--- src/rtl/pipeline_hazard_ctrl.sv ---
// Stall/flush/forward sequencer for a 5-stage RV32 pipeline.
// Control outputs are combinational from state + inputs. The FSM state and the
// performance counters are registered. Outputs are prioritised as:
// ERROR > data-memory stall > taken branch > load-use > normal advance.
module pipeline_hazard_ctrl #(
    parameter int MEM_TIMEOUT = 16,
    parameter int CNT_W       = 32
) (
    input  logic             clk,
    input  logic             rst_n,
    input  logic [4:0]       id_rs1,
    input  logic [4:0]       id_rs2,
    input  logic             id_uses_rs1,
    input  logic             id_uses_rs2,
    input  logic [4:0]       ex_rs1,
    input  logic [4:0]       ex_rs2,
    input  logic [4:0]       ex_rd,
    input  logic             ex_mem_read,
    input  logic [4:0]       mem_rd,
    input  logic             mem_reg_write,
    input  logic [4:0]       wb_rd,
    input  logic             wb_reg_write,
    input  logic             branch_taken,
    input  logic             dmem_req,
    input  logic             dmem_ready,
    output logic             pc_en,
    output logic             if_id_en,
    output logic             if_id_flush,
    output logic             id_ex_en,
    output logic             id_ex_flush,
    output logic             ex_mem_en,
    output logic             ex_mem_flush,
    output logic             mem_wb_en,
    output logic             mem_wb_bubble,
    output logic [1:0]       fwd_a,
    output logic [1:0]       fwd_b,
    output logic [CNT_W-1:0] stall_cnt,
    output logic [CNT_W-1:0] flush_cnt,
    output logic [1:0]       state,
    output logic             mem_err
);

    // wait_cnt counts the stalled cycles of the current memory wait, up to MEM_TIMEOUT-1
    localparam int WC_W = $clog2(MEM_TIMEOUT + 1);
    localparam logic [WC_W-1:0] WC_LAST = WC_W'(MEM_TIMEOUT - 1);
    localparam logic [CNT_W-1:0] CNT_MAX = {CNT_W{1'b1}};

    typedef enum logic [1:0] {
        ST_RUN      = 2'b00,
        ST_MEM_WAIT = 2'b01,
        ST_ERROR    = 2'b10
    } state_t;

    state_t           r_state;
    state_t           w_next_state;
    logic [WC_W-1:0]  r_wait_cnt;
    logic [WC_W-1:0]  w_next_wait_cnt;
    logic [CNT_W-1:0] r_stall_cnt;
    logic [CNT_W-1:0] r_flush_cnt;
    logic             w_mem_stall;
    logic             w_load_use;
    logic             w_stall_inc;
    logic             w_flush_inc;

    assign w_mem_stall = (r_state != ST_ERROR) & dmem_req & ~dmem_ready;
    assign w_load_use  = ex_mem_read & (ex_rd != 5'd0) &
                         ((id_uses_rs1 & (ex_rd == id_rs1)) | (id_uses_rs2 & (ex_rd == id_rs2)));

    // A branch that arrives during a memory stall is held in EX/MEM, so it is not counted until the stall clears
    assign w_stall_inc = (r_state != ST_ERROR) & (w_mem_stall | (w_load_use & ~branch_taken));
    assign w_flush_inc = (r_state != ST_ERROR) & ~w_mem_stall & branch_taken;

    // Pipeline-register enables, flushes and bubble, chosen by priority
    always_comb begin
        pc_en         = 1'b1;
        if_id_en      = 1'b1;
        if_id_flush   = 1'b0;
        id_ex_en      = 1'b1;
        id_ex_flush   = 1'b0;
        ex_mem_en     = 1'b1;
        ex_mem_flush  = 1'b0;
        mem_wb_en     = 1'b1;
        mem_wb_bubble = 1'b0;
        if (!rst_n || r_state == ST_ERROR) begin
            pc_en     = 1'b0;
            if_id_en  = 1'b0;
            id_ex_en  = 1'b0;
            ex_mem_en = 1'b0;
            mem_wb_en = 1'b0;
        end else if (w_mem_stall) begin
            pc_en         = 1'b0;
            if_id_en      = 1'b0;
            id_ex_en      = 1'b0;
            ex_mem_en     = 1'b0;
            mem_wb_bubble = 1'b1;
        end else if (branch_taken) begin
            if_id_flush  = 1'b1;
            id_ex_flush  = 1'b1;
            ex_mem_flush = 1'b1;
        end else if (w_load_use) begin
            pc_en       = 1'b0;
            if_id_en    = 1'b0;
            id_ex_flush = 1'b1;
        end
    end

    // EX-operand forwarding; EX/MEM result wins over MEM/WB, and x0 never forwards
    always_comb begin
        fwd_a = 2'b00;
        fwd_b = 2'b00;
        if (mem_reg_write && mem_rd != 5'd0 && mem_rd == ex_rs1) begin
            fwd_a = 2'b10;
        end else if (wb_reg_write && wb_rd != 5'd0 && wb_rd == ex_rs1) begin
            fwd_a = 2'b01;
        end
        if (mem_reg_write && mem_rd != 5'd0 && mem_rd == ex_rs2) begin
            fwd_b = 2'b10;
        end else if (wb_reg_write && wb_rd != 5'd0 && wb_rd == ex_rs2) begin
            fwd_b = 2'b01;
        end
    end

    // Memory-wait FSM next state: MEM_TIMEOUT consecutive stalled cycles end in a sticky ERROR
    always_comb begin
        w_next_state    = r_state;
        w_next_wait_cnt = r_wait_cnt;
        case (r_state)
            ST_RUN, ST_MEM_WAIT: begin
                if (w_mem_stall) begin
                    if (r_wait_cnt == WC_LAST) begin
                        w_next_state = ST_ERROR;
                    end else begin
                        w_next_state    = ST_MEM_WAIT;
                        w_next_wait_cnt = r_wait_cnt + WC_W'(1);
                    end
                end else begin
                    w_next_state    = ST_RUN;
                    w_next_wait_cnt = '0;
                end
            end
            default: begin
                w_next_state = ST_ERROR;
            end
        endcase
    end

    // FSM state and wait counter registers
    always_ff @(posedge clk or negedge rst_n) begin
        if (!rst_n) begin
            r_state    <= ST_RUN;
            r_wait_cnt <= '0;
        end else begin
            r_state    <= w_next_state;
            r_wait_cnt <= w_next_wait_cnt;
        end
    end

    // Saturating stall and flush performance counters
    always_ff @(posedge clk or negedge rst_n) begin
        if (!rst_n) begin
            r_stall_cnt <= '0;
            r_flush_cnt <= '0;
        end else begin
            if (w_stall_inc && r_stall_cnt != CNT_MAX) begin
                r_stall_cnt <= r_stall_cnt + CNT_W'(1);
            end
            if (w_flush_inc && r_flush_cnt != CNT_MAX) begin
                r_flush_cnt <= r_flush_cnt + CNT_W'(1);
            end
        end
    end

    assign stall_cnt = r_stall_cnt;
    assign flush_cnt = r_flush_cnt;
    assign state     = r_state;
    assign mem_err   = (r_state == ST_ERROR);

endmodule
--- config.mk ---
export PLATFORM = sky130hd
export DESIGN_NAME = pipeline_hazard_ctrl
export DESIGN_NICKNAME = d
export VERILOG_FILES = /design/src/rtl/pipeline_hazard_ctrl.sv
export SDC_FILE = /design/constraint.sdc
export NUM_CORES = 1
export LEC_CHECK = 0
export CORE_MARGIN = 4
export CORE_UTILIZATION = 42
export DETAILED_ROUTE_END_ITERATION = 6
export GPL_ROUTABILITY_DRIVEN = 0
export PLACE_DENSITY = 0.76
export SLEW_MARGIN = 20
export SYNTH_ARGS = -nofsm -noshare
export SYNTH_HDL_FRONTEND = slang
export SYNTH_SLANG_ARGS = --single-unit
--- constraint.sdc ---
create_clock -name clk -period 2.37 [get_ports clk]
set_clock_uncertainty 0.1 [all_clocks]
set_input_delay 0.474 -clock clk [delete_from_list [all_inputs] [get_ports clk]]
set_output_delay 0.474 -clock clk [all_outputs]
set_load 0.02 [all_outputs]
==> impl_results.md, run 1 <==
- Outcome: finished with violations
- Failing checks: setup timing
- Hold-fix buffers at CTS: 0
- Initial antenna violation count: 0
- Synth area leaders: dfrtp_1 (46%), xnor2_1 (11%), xor2_1 (9.6%)
- Root buf cell: clkbuf_8
- DR WL met3: 670 um
- PwrDens: 566 nW/um2
- Total GRT Usage: 0.191
- Fin. max-slew vios: 0
- Hold Crit Class: input port to async pin
- Final nets: 608
- Register area share after synthesis: 0.463
- VDD IR-drop max: 305 uV
- Final setup fails: 2
- Top cell type's share of synthesized area: 0.463
- Vias: 3,534
- Crit path capture type: primary output
- Clock latency at the later pin of the worst-skew pair: 330 ps
- YS warnings: 0
- Core Box Area: 8810 um2
- Pleak: 2.80 nW
- Post-synth EDFFs: 0
- Layout cell share with drive strength beyond 1: 0.256
- CTS Buffer Depth: 2
- Layout fillers: 682
- Max Cap Viol: 0
- Highest routing layer actually used: met4
- Critical Path AT: 1850 ps
- Period minus WS final: 2430 ps
- Initial DRC count: 122
- Post-synthesis register bit count: 71
- Dominant synthesized flop cell: dfrtp_1
- Ant diodes: 0
- Crit path launch type: input port
- TNS Setup: -71.8 ps
- Mapped Nets: 421
- Initial Util: 0.435
- Slew headroom: 0.399
- Clock sinks: 71
- Final core occ: 0.676
- CTS tree: yes
- Synth cell types: 48
- Rows: 34
- Critical path class: input port to primary output
- Largest net degree at the start of global routing: 72
- RSZ-0062 raised after global routing: yes
- Clock slew at reported path FFs: 70 ps
- Period utilization: 1.02
- Worst-margin pin slew: 902 ps
- F_max: 412 MHz
- Global-route wire length before repair: 17,200 um
- Gr ovfl total: 0
- Syn-to-layout area delta: 55.2%
- Register area: 1780 um2
- Post-DP HPWL: 8020 um
- Worst EP required: 1800 ps
- Die height: 104 um
- Die area: 10,700 um2
- CP Max Fanout: 2
- First-pass detailed-route iteration total: 4
- Post-Synthesis Cells: 372
- Average routed wire per standard cell: 15.6 um
- Area of the multi-input gates: 2200 um2
- Post-synth ARST share: 1.00
- Final Hold Viols: 0
- IO Count: 125
- Remaining antenna violation count: 0
- Most frequent cells in the layout: clkdlybuf4s50_1 (75), dfrtp_1 (71), buf_4 (60)
- Commonest non-fill, non-tap cell in the layout: clkdlybuf4s50_1
- Drc violations: 0
- CTS Buf Count: 9
- Post-DR vias/cell: 5.27
- Final worst slack: -58.6 ps
- WL final: 10,400 um
- IO buf count: 124
- Mapped Avg Cell Area: 10.3 um2
- Die span in x: 104 um
- Area of the mapped netlist: 3830 um2
- WL met2: 5420 um
- Top cell type by total area after synthesis: dfrtp_1
- Htree depth: 3
- Number of global-route vias before repair: 3,627
- Metal-1 WL: 4250 um
[per-layer routing]
layer	vias up	GRT usage
met5	-	0
met4	0	0.0589
met3	10	0.0491
met2	103	0.332
met1	1743	0.234
li1	1678	-
[sequential cells by signal, indices dropped and copies added, names as in the netlist]
signal      flops
state           2
stall_cnt      32
r_wait_cnt      5
flush_cnt      32
[power breakdown]
part	internal (mW)	total (mW)	switching [mW]	leakage, nW
sequential	1.32	1.43	0.115	0.944
clock	0.537	0.968	0.431	0.0985
combinational	0.487	0.968	0.481	1.76
total	2.34	3.37	1.03	2.80
[worst max-delay path, cell delays in order]
cell,delay (ps)
buf_6,100
buf_6,110
xor2_1,130
or4_4,550
nor4_4,310
buf_4,190
[layout make-up]
cell class	instances	share of cell area
clock buffers	12	0.0261
inverters	12	0.00757
flip-flops and latches	71	0.299
repair buffers	183	0.268
well taps	108	0.0227
clock inverters	3	0.00715
multi-input cells	282	0.370
[through the flow]
step                      hold WS [ps]  instances  worst slack (ps)  instance area, um2  power (mW)
after global placement             365        652              -860                5600        2.38
after floorplan                   78.4        372              1.32                3850        1.84
after CTS                          332        671             -76.3                5910        3.40
after detailed placement           388        652              -906                5600        2.41
after global routing               368        671              -101                5950        3.54
final                              292        671             -58.6                5950        3.37
[synthesized netlist by cell type (4+ instances only)]
library cell,n
xor2_1,42
dfrtp_1,71
nor2_1,19
nand2b_1,4
ha_1,4
nor3_1,10
o21ai_0,9
nor4_1,13
nand3_1,24
and3_1,12
xnor2_1,50
inv_1,12
nand2_1,31
nand4_1,18
or4_1,7
[cells by family after synthesis]
logic type | Yosys count | share of synthesized area
AOI/OAI and AO/OA | 21 | 0.0382
adders and majority gates | 4 | 0.0131
DFF | 71 | 0.463
and+or+nand+nor | 163 | 0.245
xor gates and xnor gates | 93 | 0.214
muxes | 1 | 0.00294
buffers and inverters | 19 | 0.0225
[repair_timing]
item	4_1_cts	5_1_grt
pin swaps	24	18
setup endpoints to repair	37	26
resized for setup	128	47
setup buffers	4	0
[final timing paths]
kind                                from             to  slack (ps)  cells after the start
setup / recovery                wb_rd[1]       fwd_a[0]         -60                      6
hold / removal                     rst_n  stall_cnt[26]         290                      2
setup reg to reg            flush_cnt[1]  flush_cnt[19]         140                      7
hold reg to reg            stall_cnt[12]  stall_cnt[12]         390                      1
max in group asynchronous          rst_n   stall_cnt[9]        1270                      2
min in group clk           stall_cnt[12]  stall_cnt[12]         390                      1
No activity file was read; power rests on OpenSTA's default activity.
==> run 2, diff against run 1 <==
CORE_UTILIZATION = 44   (was 42)
DONT_BUFFER_PORTS = 1   (was not set)
PLACE_DENSITY = 0.6   (was 0.76)
==> run 2 against run 1 <==
Against the previous run:
- the flow now finishes without violations
- maximum frequency is 8.2% higher
- worst hold slack gained 110 ps
- worst setup slack improved by 180 ps
- routed wire length is 15% lower
- clock-buffer cell count fell by 3
- sequential share of layout area grew 6.9 points
- core utilization decreased by 9.7 points
- die area shrank 4.2%
==> impl_results.md, run 2 (synthesized netlist as in run 1, its figures left out) <==
- CP Max Fanout: 4
- Layout cell share with drive strength beyond 1: 0.246
- WP depth: 6
- Post-DP HPWL: 6940 um
- Layout fillers: 715
- Period utilization: 0.947
- Crit path capture: id_ex_flush
- Worst EP required: 1800 ps
- Fin. max-slew vios: 0
- Total GRT Usage: 0.179
- RSZ-0062 raised after global routing: no
- Core Box Area: 8340 um2
- Remaining antenna violation count: 0
- CP Cell Sequence: nand2b_1 -> buf_4 -> nand2_1 -> nor2_1 -> a21boi_0 -> buf_4
- Reg2reg path depth: 8
- CTS Buffer Depth: 2
- Die height: 101 um
- Drc violations: 0
- Delay of the slowest critical-path stage: 380 ps
- Initial DRC count: 75
- Vias: 3,013
- Crit path top cell by count: buf_4
- Clock slew at reported path FFs: 80 ps
- Number of global-route vias before repair: 3,090
- Htree depth: 3
- Worst-margin pin slew: 489 ps
- Max Cap Viol: 0
- Final Hold Viols: 0
- CTS Buf Count: 9
- Initial Util: 0.460
- CTS tree: yes
- Clock sinks: 71
- Critical path class: register to primary output
- Gr ovfl total: 0
- Syn-to-layout area delta: 25.9%
- Post-CTS Setup Bufs: 0
- Period minus WS final: 2250 ps
- Outcome: complete, no violations
- Final nets: 507
- WL final: 8890 um
- CP top delay family: simple AND/OR/NAND/NOR gates
- PwrDens: 684 nW/um2
- Crit path capture type: primary output
- Average routed wire per standard cell: 15.6 um
- Hold Slack: 398 ps
- CP bufs+invs: 2
- Final setup fails: 0
- TNS Setup: 0 ps
- Commonest non-fill, non-tap cell in the layout: buf_4
- Pleak: 2.33 nW
- IO buf count: 0
- Final worst slack: 125 ps
- Initial antenna violation count: 0
- Global-route wire length before repair: 14,900 um
- Die span in x: 101 um
- Hold Crit Class: register to register
- Most frequent cells in the layout: buf_4 (80), dfrtp_1 (71), xnor2_1 (50)
- First-pass detailed-route iteration total: 4
- Ant diodes: 0
- R2R Setup Slk: 190 ps
- Rows: 33
- Clock latency at the later pin of the worst-skew pair: 340 ps
- Launching point of the worst reg2reg path: flush_cnt[0]
- Post-DR vias/cell: 5.30
- Pre-CTS WS: 76.0 ps
- Die area: 10,300 um2
- Slew headroom: 0.671
- VDD IR-drop max: 489 uV
- CP Launch Point: state[1]
- IO Count: 125
- Root buf cell: clkbuf_8
- F_max: 445 MHz
- Reg-to-reg endpoint: flush_cnt[11]
- Largest net degree at the start of global routing: 72
- Critical Path AT: 1670 ps
- Crit path launch type: register
- Critical-path top delay cell: dfrtp_1
==> run 2: stage by stage <==
step	power [mW]	util	area, um2	instances
global route	3.48	0.579	4830	568
global placement	2.11	0.545	4540	550
floorplan	1.84	-	3850	372
CTS	3.35	0.578	4820	568
finish	3.30	0.579	4830	568
detailed placement	2.13	0.545	4540	550
==> run 2: area by class of cell <==
type | instances | area [um2] | share of cell area
multi-input cells | 282 | 1990 | 0.413
clock inverters | 7 | 120 | 0.0249
repair buffers | 82 | 638 | 0.132
well taps | 105 | 131 | 0.0272
flip-flops and latches | 71 | 1780 | 0.368
inverters | 12 | 45.0 | 0.00933
clock buffers | 9 | 124 | 0.0257
==> run 2: metal layers <==
| metal | vias to the layer above | part of all wire | global-route usage | routed length (um) |
|---|---|---|---|---|
| met3 | 9 | 0.082 | 0.0661 | 730 |
| met4 | 0 | 0.0098 | 0.0603 | 87 |
| met1 | 1436 | 0.41 | 0.219 | 3680 |
| met5 | - | 0 | 0 | 0 |
| li1 | 1478 | - | - | - |
| met2 | 90 | 0.49 | 0.294 | 4380 |
==> run 2: worst min-delay path by stage <==
stage,from,endpoint,slack (ps),cells past startpoint
global placement,rst_n,stall_cnt[27],80,0
CTS,r_wait_cnt[4],r_wait_cnt[4],400,2
detailed placement,rst_n,stall_cnt[27],80,0
floorplan,rst_n,flush_cnt[0],80,0
global route,r_wait_cnt[2],r_wait_cnt[2],450,1
finish,r_wait_cnt[4],r_wait_cnt[4],400,2
==> run 2: power by group <==
| group | internal (mW) | switching [mW] | total (mW) |
|---|---|---|---|
| Clock | 0.703 | 0.473 | 1.18 |
| Combinational | 0.300 | 0.455 | 0.755 |
| Sequential | 1.31 | 0.0584 | 1.37 |
| Total | 2.32 | 0.987 | 3.30 |
==> run 2: tightest hold or removal path, stage by stage, from the launching register on <==
cell     delay, ps
dfrtp_1        360
nand2_1         50
o21ai_0         60
==> run 2: what timing repair did <==
item | 4_1_cts | 5_1_grt
hold buffers | 2 | 0
endpoints found under the setup margin | 0 | 9
resized for setup | 0 | 2
endpoints found under the hold margin | 71 | 0
==> RTL change: new RTL, flow settings as in run 2 <==
Put one more register stage on the output `flush_cnt`, cleared by the reset. The value now appears one clock later. The other outputs are not delayed to match.
--- a/src/rtl/pipeline_hazard_ctrl.sv
+++ b/src/rtl/pipeline_hazard_ctrl.sv
@@ -172,5 +172,11 @@
 
     assign stall_cnt = r_stall_cnt;
-    assign flush_cnt = r_flush_cnt;
+    always_ff @(posedge clk or negedge rst_n) begin
+        if (!rst_n) begin
+            flush_cnt <= '0;
+        end else begin
+            flush_cnt <= r_flush_cnt;
+        end
+    end
     assign state     = r_state;
     assign mem_err   = (r_state == ST_ERROR);
Formal check against the unedited RTL: not equivalent (Yosys sat finds a counterexample within 4 cycles, from zero or initial values and one cycle with rst_n low).
==> RTL change against run 2 <==
- the run now ends with hold timing left
- sequential cell count is 32 higher
- first-iteration DRC count grew to 2.6 times the old value
- largest power group unchanged
- critical path type is now in2out
- sequential power is 53% higher
- final area is 13% higher
- total power is 13% higher
- via count is 3.9% higher
- setup slack worse by 4.7 ps
- routed wire length is 9.3% higher
- synthesized area is 23% higher
==> RTL change: results (changes against run 2) <==
| Metric | Value |
|---|---|
| Largest net degree at the start of global routing | `105 (+46%)` |
| Met2 Wirelength | `4.88 mm (+11%)` |
| Top post-synthesis cells by area | `dfrtp_1, xnor2_1, xor2_1` |
| Pwr Total | `3.75 mW (+13%)` |
| Hold slack | `-308 ps (-706 ps)` |
| Maximum vdd drop | `0.664 mV (+36%)` |
| Post-synth top cells | `dfrtp_1, xnor2_1, xor2_1` |
| Placed cells | `579 (+5.3%)` |
| # fillers | `943 (+32%)` |
| Fraction of the yosys area taken by sequential cells | `54.7% (+8.3 points)` |
| Total GRT Usage | `16.3% (-1.6 points)` |
| Placed cell areas | `5200 sq um (+14%)` |
| Syn nets | `456 (+8.3%)` |
| Vias per inst | `5.26 (-0.80%)` |
| Met3 WL | `641 um (-12%)` |
| Distinct cells, synth | `41 (-15%)` |
| Cell Int Power | `2.70 mW (+17%)` |
| Endpoints failing hold | `103 (+103)` |
| Nets | `503 (-0.79%)` |
| DRT Pass-1 Iters | `6 (+2)` |
| Mapped Cells | `407 (+9.4%)` |
| Status | `finished with violations` |
| Sequential share of power | `56.1% (+15 points)` |
| First-pass GRT wire length | `16.6 mm (+12%)` |
| Slew HR | `69.3% (+2.3 points)` |
| HP Class | `in2async` |
| Violated checks | `hold timing` |
[RTL change: cell count changes in the layout (fill, tap and decap cells not counted), sizes merged, moves of 4 or more]
cell / delta
and3: -6
buf: -39
dfrtp: +32
nand2: +4
nand3: +8
nor2: +8
nor3: +6
[RTL change: final timing paths]
path | startpoint | to | slack (ps) | cells after the start
min in group clk | r_flush_cnt[25] | flush_cnt[25] | 330 | 0
min | rst_n | flush_cnt[13] | -310 | 0
max | mem_rd[1] | fwd_b[0] | 120 | 5
max reg2reg | stall_cnt[11] | stall_cnt[15] | 170 | 7
min reg2reg | r_flush_cnt[25] | flush_cnt[25] | 330 | 0
max in group asynchronous | rst_n | flush_cnt[25] | 2340 | 0
[RTL change: layout make-up]
cell class                 instances  area (sq um)  share of cell area (%)
clock buffer                       9           124                    2.28
clock inverter                     7          96.3                    1.77
inverter                          10          37.5                   0.691
multi-input combinational        288          2070                    38.2
sequential                       103          2580                    47.5
tap                              136           170                    3.13
timing repair buffer              42           353                    6.50
[RTL change: cells by family after synthesis]
family	synth area share, %
AO/OA/AOI/OAI	3.13
AND/OR/NAND/NOR	21.6
multiplexers	0.717
XOR/XNOR	16.9
buffers and inverters	1.91
adder cells (fa/ha/maj)	1.06
flip-flops	54.7
[RTL change: routing by layer]
metal	GRT usage [%]	up-vias
met4	6.57	0
met3	4.95	14
met5	0	-
li1	-	1497
met2	27.2	85
met1	19.8	1535
[RTL change: stage by stage]
step	utilization, %	worst slack [ps]	hold WS [ps]
after floorplan	-	38.6	78.4
after global placement	50.1	189	82.2
after detailed placement	50.1	136	84.5
after CTS	52.2	42.6	-330
after global routing	52.4	4.62	-343
final	52.4	120	-308
